<file path="src/rtl/input_conditioner.sv">
// Button front end for the snake game: synchronises and debounces the raw buttons
// on vsync rising edges and keeps a 2-deep queue of requested turn directions.
module input_conditioner #(
  parameter int         DEBOUNCE_FRAMES = 2,
  parameter logic [1:0] RESET_DIR       = 2'd1
) (
  input  logic       clk,
  input  logic       rst,
  input  logic       i_btn_up,
  input  logic       i_btn_down,
  input  logic       i_btn_left,
  input  logic       i_btn_right,
  input  logic       i_btn_restart,
  input  logic       i_vsync,
  input  logic       i_tick_done,
  output logic       o_up,
  output logic       o_down,
  output logic       o_right,
  output logic       o_restart,
  output logic       o_left,
  output logic [1:0] o_dir,
  output logic       o_restart_pulse,
  output logic [1:0] o_queue_level
);

  localparam logic [2:0] CNT_LAST = 3'(DEBOUNCE_FRAMES - 1);

  // Button bit order: 0=up, 1=down, 2=left, 3=right, 4=restart.
  logic [4:0] w_raw;
  logic [4:0] r_sync1;
  logic [4:0] r_sync2;
  logic [4:0] r_stable;
  logic [4:0] r_stable_d;
  logic [2:0] r_cnt [5];
  logic       r_prev_vsync;
  logic       w_vs_rise;
  logic [4:0] w_rise;

  logic [1:0] r_dir;
  logic [1:0] r_q0;
  logic [1:0] r_q1;
  logic [1:0] r_level;
  logic       r_restart_pulse;

  logic       w_evt_valid;
  logic [1:0] w_evt_dir;
  logic       w_pop;
  logic [1:0] w_dir_pp;
  logic [1:0] w_q0_pp;
  logic [1:0] w_lvl_pp;
  logic [1:0] w_ref;
  logic       w_push;

  assign w_raw     = {i_btn_restart, i_btn_right, i_btn_left, i_btn_down, i_btn_up};
  assign w_vs_rise = i_vsync & ~r_prev_vsync;
  assign w_rise    = r_stable & ~r_stable_d;

  always_ff @(posedge clk) begin
    if (rst) begin
      r_sync1      <= 5'd0;
      r_sync2      <= 5'd0;
      r_stable     <= 5'd0;
      r_stable_d   <= 5'd0;
      r_prev_vsync <= 1'b0;
      for (int b = 0; b < 5; b++) begin
        r_cnt[b] <= 3'd0;
      end
    end else begin
      r_sync1      <= w_raw;
      r_sync2      <= r_sync1;
      r_stable_d   <= r_stable;
      r_prev_vsync <= i_vsync;
      // A level only flips after DEBOUNCE_FRAMES consecutive differing frame samples.
      if (w_vs_rise) begin
        for (int b = 0; b < 5; b++) begin
          if (r_sync2[b] == r_stable[b]) begin
            r_cnt[b] <= 3'd0;
          end else if (r_cnt[b] == CNT_LAST) begin
            r_stable[b] <= r_sync2[b];
            r_cnt[b]    <= 3'd0;
          end else begin
            r_cnt[b] <= r_cnt[b] + 3'd1;
          end
        end
      end
    end
  end

  always_comb begin
    w_evt_valid = 1'b1;
    w_evt_dir   = 2'd0;
    if (w_rise[0]) begin
      w_evt_dir = 2'd0;
    end else if (w_rise[1]) begin
      w_evt_dir = 2'd2;
    end else if (w_rise[2]) begin
      w_evt_dir = 2'd3;
    end else if (w_rise[3]) begin
      w_evt_dir = 2'd1;
    end else begin
      w_evt_valid = 1'b0;
    end
  end

  // Pop is applied first; the push is then judged against the post-pop tail.
  always_comb begin
    w_pop    = i_tick_done && (r_level != 2'd0);
    w_dir_pp = w_pop ? r_q0 : r_dir;
    w_q0_pp  = w_pop ? r_q1 : r_q0;
    w_lvl_pp = r_level - {1'b0, w_pop};
    case (w_lvl_pp)
      2'd0:    w_ref = w_dir_pp;
      2'd1:    w_ref = w_q0_pp;
      default: w_ref = r_q1;
    endcase
    w_push = w_evt_valid && (w_evt_dir != w_ref) && (w_evt_dir != (w_ref ^ 2'b10)) &&
             (w_lvl_pp != 2'd2) && !r_stable[4];
  end

  always_ff @(posedge clk) begin
    if (rst) begin
      r_dir           <= RESET_DIR;
      r_q0            <= 2'd0;
      r_q1            <= 2'd0;
      r_level         <= 2'd0;
      r_restart_pulse <= 1'b0;
    end else begin
      r_restart_pulse <= w_rise[4];
      if (w_rise[4]) begin
        r_dir   <= RESET_DIR;
        r_level <= 2'd0;
      end else begin
        r_dir   <= w_dir_pp;
        r_q0    <= w_q0_pp;
        r_level <= w_lvl_pp + {1'b0, w_push};
        if (w_push) begin
          if (w_lvl_pp == 2'd0) begin
            r_q0 <= w_evt_dir;
          end else begin
            r_q1 <= w_evt_dir;
          end
        end
      end
    end
  end

  assign o_up            = r_stable[0];
  assign o_down          = r_stable[1];
  assign o_left          = r_stable[2];
  assign o_right         = r_stable[3];
  assign o_restart       = r_stable[4];
  assign o_dir           = r_dir;
  assign o_queue_level   = r_level;
  assign o_restart_pulse = r_restart_pulse;

endmodule

</file>
<file path="config.mk">
export PLATFORM = sky130hd
export DESIGN_NAME = input_conditioner
export DESIGN_NICKNAME = d
export VERILOG_FILES = /design/src/rtl/input_conditioner.sv
export SDC_FILE = /design/constraint.sdc
export NUM_CORES = 1
export LEC_CHECK = 0
export CAP_MARGIN = 20
export CORE_MARGIN = 5
export CORE_UTILIZATION = 52
export CTS_BUF_LIST = sky130_fd_sc_hd__clkbuf_8
export DETAILED_ROUTE_END_ITERATION = 7
export HOLD_SLACK_MARGIN = 0.03
export PLACE_DENSITY = 0.79
export SYNTH_ARGS = -nofsm -noshare
export SYNTH_HDL_FRONTEND = slang
export SYNTH_SLANG_ARGS = --single-unit
export TNS_END_PERCENT = 20
</file>
<file path="constraint.sdc">
create_clock -name clk -period 3.4 [get_ports clk]
set_input_delay 0.68 -clock clk [delete_from_list [all_inputs] [get_ports clk]]
set_output_delay 0.68 -clock clk [all_outputs]
set_load 0.005 [all_outputs]
</file>
==> results of run 1 <==
[report_power, final]
group / internal, mW / total (mW) / switching (mW)
logic: 0.0284 / 0.0615 / 0.0331
registers: 0.572 / 0.582 / 0.0102
clock network: 0.292 / 0.464 / 0.173
total: 0.892 / 1.11 / 0.216
[cell families after synthesis]
| family | Yosys count | synth area share [%] |
|---|---|---|
| AO/OA/AOI/OAI | 30 | 8.71 |
| XOR/XNOR | 6 | 2.61 |
| adder cells (fa/ha/maj) | 11 | 6.84 |
| AND/OR/NAND/NOR | 92 | 23.3 |
| flip-flops | 45 | 52.3 |
| multiplexers | 6 | 3.30 |
| buffers and inverters | 16 | 2.99 |
[state kept, by name, summed over array words and instances, names as in the netlist]
name and count:
r_prev_vsync 1, r_sync1 5, o_queue_level 2, r_stable_d 5, r_cnt 15, o_restart_pulse 1
r_stable 5, r_sync2 5, r_q0 2, o_dir 2, r_q1 2
[placed cells by master, fill, tap and decap left out]
master,instances
dfxtp_1,30
nor2_1,26
nor2b_1,19
clkdlybuf4s50_1,18
nand2b_1,15
edfxtp_1,15
nand2_1,14
inv_1,12
a21oi_1,12
ha_1,11
o21ai_0,10
nor3_1,6
xor2_1,6
nand3_1,5
clkbuf_8,5
mux2i_1,4
and2b_1,2
o21ai_1,2
or3_1,2
bufinv_16,2
buf_4,2
o221ai_2,1
o21a_1,1
mux2_4,1
a31oi_1,1
mux2_2,1
nor4b_1,1
nor3b_1,1
a311o_1,1
and2_1,1
o21bai_1,1
a311oi_1,1
clkinv_2,1
[final cells by class]
| class | count | area (um^2) |
|---|---|---|
| Sequential cell | 45 | 1050 |
| Timing Repair Buffer | 20 | 195 |
| Multi-Input combinational cell | 145 | 900 |
| Inverter | 12 | 45.0 |
| Clock buffer | 5 | 68.8 |
| Clock inverter | 3 | 65.1 |
| Fill cell | 314 | 1330 |
| Tap cell | 48 | 60.1 |
[metrics by stage]
step | setup slack (ns) | area, um^2 | instances
after floorplan | 1.71 | 2010 | 206
after global placement | 0.995 | 2250 | 270
after detailed placement | 0.900 | 2250 | 270
after CTS | 1.21 | 2380 | 278
after global routing | 0.990 | 2380 | 278
final | 1.19 | 2380 | 278
[path summary, 6_finish.rpt]
kind                                   start     endpoint  depth (start not counted)
worst max-delay path                 i_vsync  r_cnt[1][1]                          5
worst max register to register  r_prev_vsync  r_cnt[1][1]                          4
worst min register to register    r_sync1[0]   r_sync2[0]                          1
worst min-delay path              r_sync1[0]   r_sync2[0]                          1
[per-layer routing]
layer | vias up | GRT usage (%) | wire (um)
met3 | 5 | 2.91 | 170
met1 | 627 | 19.9 | 1620
met2 | 38 | 21.3 | 1400
met4 | 0 | 5.64 | 59
li1 | 735 | - | -
met5 | - | 0 | 0
==> results.yml, run 1 <==
global_route:
  grt_pass1_wl_mm: 5.84
  gr-usage-all-layers_pct: 14.2
  antenna_found_initial: 0
  grt_max_degree: 15
  grt_pass1_vias: 1313
  grt_overflow: 0
detailed_routing:
  wl_mm: 3.26
  drt_iter0_drc: 69
  avgViaCountPerCell: 5.05
  vias: 1405
  wl_per_cell_um: 11.7
  drt_pass1_iterations: 4
  antenna_left: 0
  drc_errors: 0
timing:
  fin_crit_sh_pct: 65.0
  hold_viol_final: 0
  final_max_slew_viol_count: 0
  worstMarginPinSlew_ns: 0.684
  skew_ns: 0.00883
  period_minus_slack_ns: 2.21
  rsz0062_at_grt: "false"
  fmax_mhz: 452
  setup_viol: 0
  slew-limit-headroom_pct: 54.2
  fin_hold_ws_ns: 0.439
  fin_setup_tns_ns: 0
power_and_ir_drop:
  power.total_mw: 1.11
  power_density_mw_per_mm2: 465
  irDropWorstVdd_mv: 0.343
  p_leak_nw: 0.955
floorplan:
  core_area_mm2: 0.00372
  die_w_um: 72.2
  dieArea_mm2: 0.00521
  start_util_pct: 54.1
  rows: 22
  io_pins: 19
  dieHeight_um: 72.2
clock_tree:
  clkSlewWorstSetupHoldPaths_ns: 0.09
  cts-resized-gates: 0
  cts-root-buf: "clkbuf_8"
  cts_buffers: 5
  ctsLongestPathBuffers: 2
  cts_hold_buf: 0
  cts_tree: "done"
  post_cts_buffers: 0
  cts_sinks: 45
  worstSkewPairLatency_ns: 0.29
  htree_num_levels: 2
synthesis:
  yosysSeqAreaShare_pct: 52.3
  synth_cells: 206
  synth-async-reset-ratio_pct: 0
  synthTopCellsByCount: "dfxtp_1 (30), nor2_1 (26), nor2b_1 (19), edfxtp_1 (15), nand2b_1 (15)"
  yosys.area.top_type: "dfxtp_1"
  syn_area_per_cell_um2: 9.76
  synth-seq-cells: 45
  synth_flop_cell: "dfxtp_1"
  synthTopCellsByArea: "dfxtp_1 (30%), edfxtp_1 (22%), ha_1 (6.8%)"
  netlist_area_mm2: 0.00201
  ys_warn_count: 0
  yosysTopAreaCellShare_pct: 29.9
  synth-edff-count: 15
  synth_cell_types: 29
  yosysMostFrequentCell: "dfxtp_1"
  syn-num-nets: 226
finish:
  final_util_pct: 64.2
  drive_gt1_share_pct: 5.65
  antenna_cells: 0
  layout.nets: 249
  area_growth_pct: 18.6
critical_path:
  worst-path-buf-inv: 1
  start_kind: "input pin"
  r2r_slack_ns: 1.68
  criticalPathCategory: "input pin to flip-flop"
  crit_top_cell: "nor2_1"
  critPathMaxFanout: 14
  crit_required_ns: 3.56
  cpPeakStageDelay_ns: 0.63
  endpoint_kind: "flip-flop"
  cpMaxStageDelayCell: "nor2_1"
  critical_path_arrival_ns: 2.37
  crit_chain: "clkdlybuf4s50_1, nand2b_1, nor2_1, nand3_1, nor2_1"
  critical_path.top_delay_family: "simple AND/OR/NAND/NOR gates"
placed_design:
  port_buffers: 18
  place.gp.congestion: 0.764
  dp_hpwl_mm: 2.36
job:
  maxCapViolCount: 0
outcome:
  outcome: "completed"
worst_hold_path:
  hold_path.class: "flip-flop to flip-flop"
No activity file was read; power rests on OpenSTA's default activity.
==> run 2, diff against run 1 <==
==> constraint.sdc (replaced) <==
create_clock -name clk -period 2.1 [get_ports clk]
set_input_delay 0.42 -clock clk [delete_from_list [all_inputs] [get_ports clk]]
set_output_delay 0.42 -clock clk [all_outputs]
set_load 0.005 [all_outputs]
==> run 2 against run 1 <==
Compared with the run above:
- clock-buffer cell count unchanged
- non-clock buffer count increased by 2
- utilization decreased by 0.20 points
- critical path depth decreased by 4
- register-to-register slack got worse by 1.3 ns
==> results.yml, run 2 (synthesized netlist as in run 1, its figures left out) <==
outcome:
  outcome: "completed"
detailed_routing:
  wl_mm: 3.33
  antenna_left: 0
  drt_pass1_iterations: 4
  wl_per_cell_um: 11.9
  vias: 1416
  drc_errors: 0
  avgViaCountPerCell: 5.06
  drt_iter0_drc: 64
clock_tree:
  worstSkewPairLatency_ns: 0.29
  cts_sinks: 45
  cts_buffers: 5
  cts-resized-gates: 0
  cts_hold_buf: 0
  clkSlewWorstSetupHoldPaths_ns: 0.08
  ctsLongestPathBuffers: 2
  cts-root-buf: "clkbuf_8"
  post_cts_buffers: 0
  cts_tree: "done"
  htree_num_levels: 2
timing:
  setup_viol: 0
  slew-limit-headroom_pct: 52.0
  period_minus_slack_ns: 1.76
  fin_hold_ws_ns: 0.441
  worstMarginPinSlew_ns: 0.717
  fmax_mhz: 568
  final_max_slew_viol_count: 0
  hold_viol_final: 0
  fin_crit_sh_pct: 83.8
  fin_setup_tns_ns: 0
  rsz0062_at_grt: "false"
  skew_ns: 0.00988
global_route:
  grt_max_degree: 22
  grt_pass1_wl_mm: 5.82
  gr-usage-all-layers_pct: 14.2
  grt_pass1_vias: 1343
  antenna_found_initial: 0
  grt_overflow: 0
critical_path:
  start_kind: "flip-flop"
  crit_required_ns: 1.68
  critical_path_arrival_ns: 1.34
  worst-path-buf-inv: 1
  crit_chain: "clkdlybuf4s50_1"
  cpMaxStageDelayCell: "clkdlybuf4s50_1"
  endpoint_kind: "output port"
  cpPeakStageDelay_ns: 0.56
  critical_path.top_delay_family: "buffers and inverters"
  reg2reg_depth: 5
  r2r-start: "o_queue_level[0]"
  criticalPathCategory: "flip-flop to output port"
  r2r_slack_ns: 0.37
  r2r-end: "r_q0[0]"
  critPathMaxFanout: 7
finish:
  stdcell_count: 280
  layout.nets: 251
  largest_reg_flops: 15
  final_common_cell: "dfxtp_1"
  drive_gt1_share_pct: 6.03
  area_growth_pct: 18.2
  final_util_pct: 64.0
  antenna_cells: 0
  fillers: 306
  top_register: "r_cnt"
  final_cell_mix: "dfxtp_1 (30), nor2_1 (26), nor2b_1 (19)"
placed_design:
  port_buffers: 18
  dp_hpwl_mm: 2.46
  place.gp.congestion: 0.799
  dp_cells: 272
power_and_ir_drop:
  p_leak_nw: 0.956
  power_density_mw_per_mm2: 704
  power.total_mw: 1.67
  irDropWorstVdd_mv: 0.641
floorplan:
  die_w_um: 72.2
  dieArea_mm2: 0.00521
  core_area_mm2: 0.00372
  start_util_pct: 54.1
  io_pins: 19
  rows: 22
  dieHeight_um: 72.2
worst_hold_path:
  holdPathEnd: "r_sync2[0]"
  min_from: "r_sync1[0]"
  worstHoldPathCells: 1
  hold_path.class: "flip-flop to flip-flop"
job:
  maxCapViolCount: 0
[run 2: per-layer routing]
layer | routed length [um] | share of wire, % | GRT usage (%)
met1 | 1640 | 49 | 18.6
met2 | 1490 | 45 | 22.9
met3 | 152 | 4.6 | 2.08
met4 | 44 | 1.3 | 6.89
met5 | 0 | 0 | 0
[run 2: through the flow]
| stage | worst slack [ns] | instance area, um^2 |
|---|---|---|
| floorplan | 0.526 | 2010 |
| global placement | 0.163 | 2270 |
| detailed placement | 0.101 | 2270 |
| CTS | 0.336 | 2380 |
| global route | 0.144 | 2380 |
| finish | 0.341 | 2380 |
[run 2: power breakdown]
group          switching [mW]  leakage, nW  internal [mW]
clock network           0.276       0.0595          0.352
registers              0.0163        0.408          0.926
logic                  0.0554        0.488         0.0475
[run 2: area by class of cell]
cell class                      instances  area [um^2]  share of cell area, %
Sequential cell                        45         1050                   44.2
Inverter                               12         45.0                   1.89
Timing Repair Buffer                   22          210                   8.84
Clock buffer                            5         68.8                   2.89
Tap cell                               48         60.1                   2.53
Clock inverter                          3         42.5                   1.79
Multi-Input combinational cell        145          900                   37.8
[run 2: worst max path at each step]
stage,end,from,slack [ns],cells past startpoint
floorplan,r_q0[0],o_queue_level[0],0.53,5
global placement,r_cnt[3][1],i_vsync,0.16,5
detailed placement,r_cnt[4][0],i_vsync,0.10,5
CTS,o_restart,r_stable[4],0.34,1
global route,r_cnt[3][0],i_vsync,0.14,5
finish,o_restart,r_stable[4],0.34,1
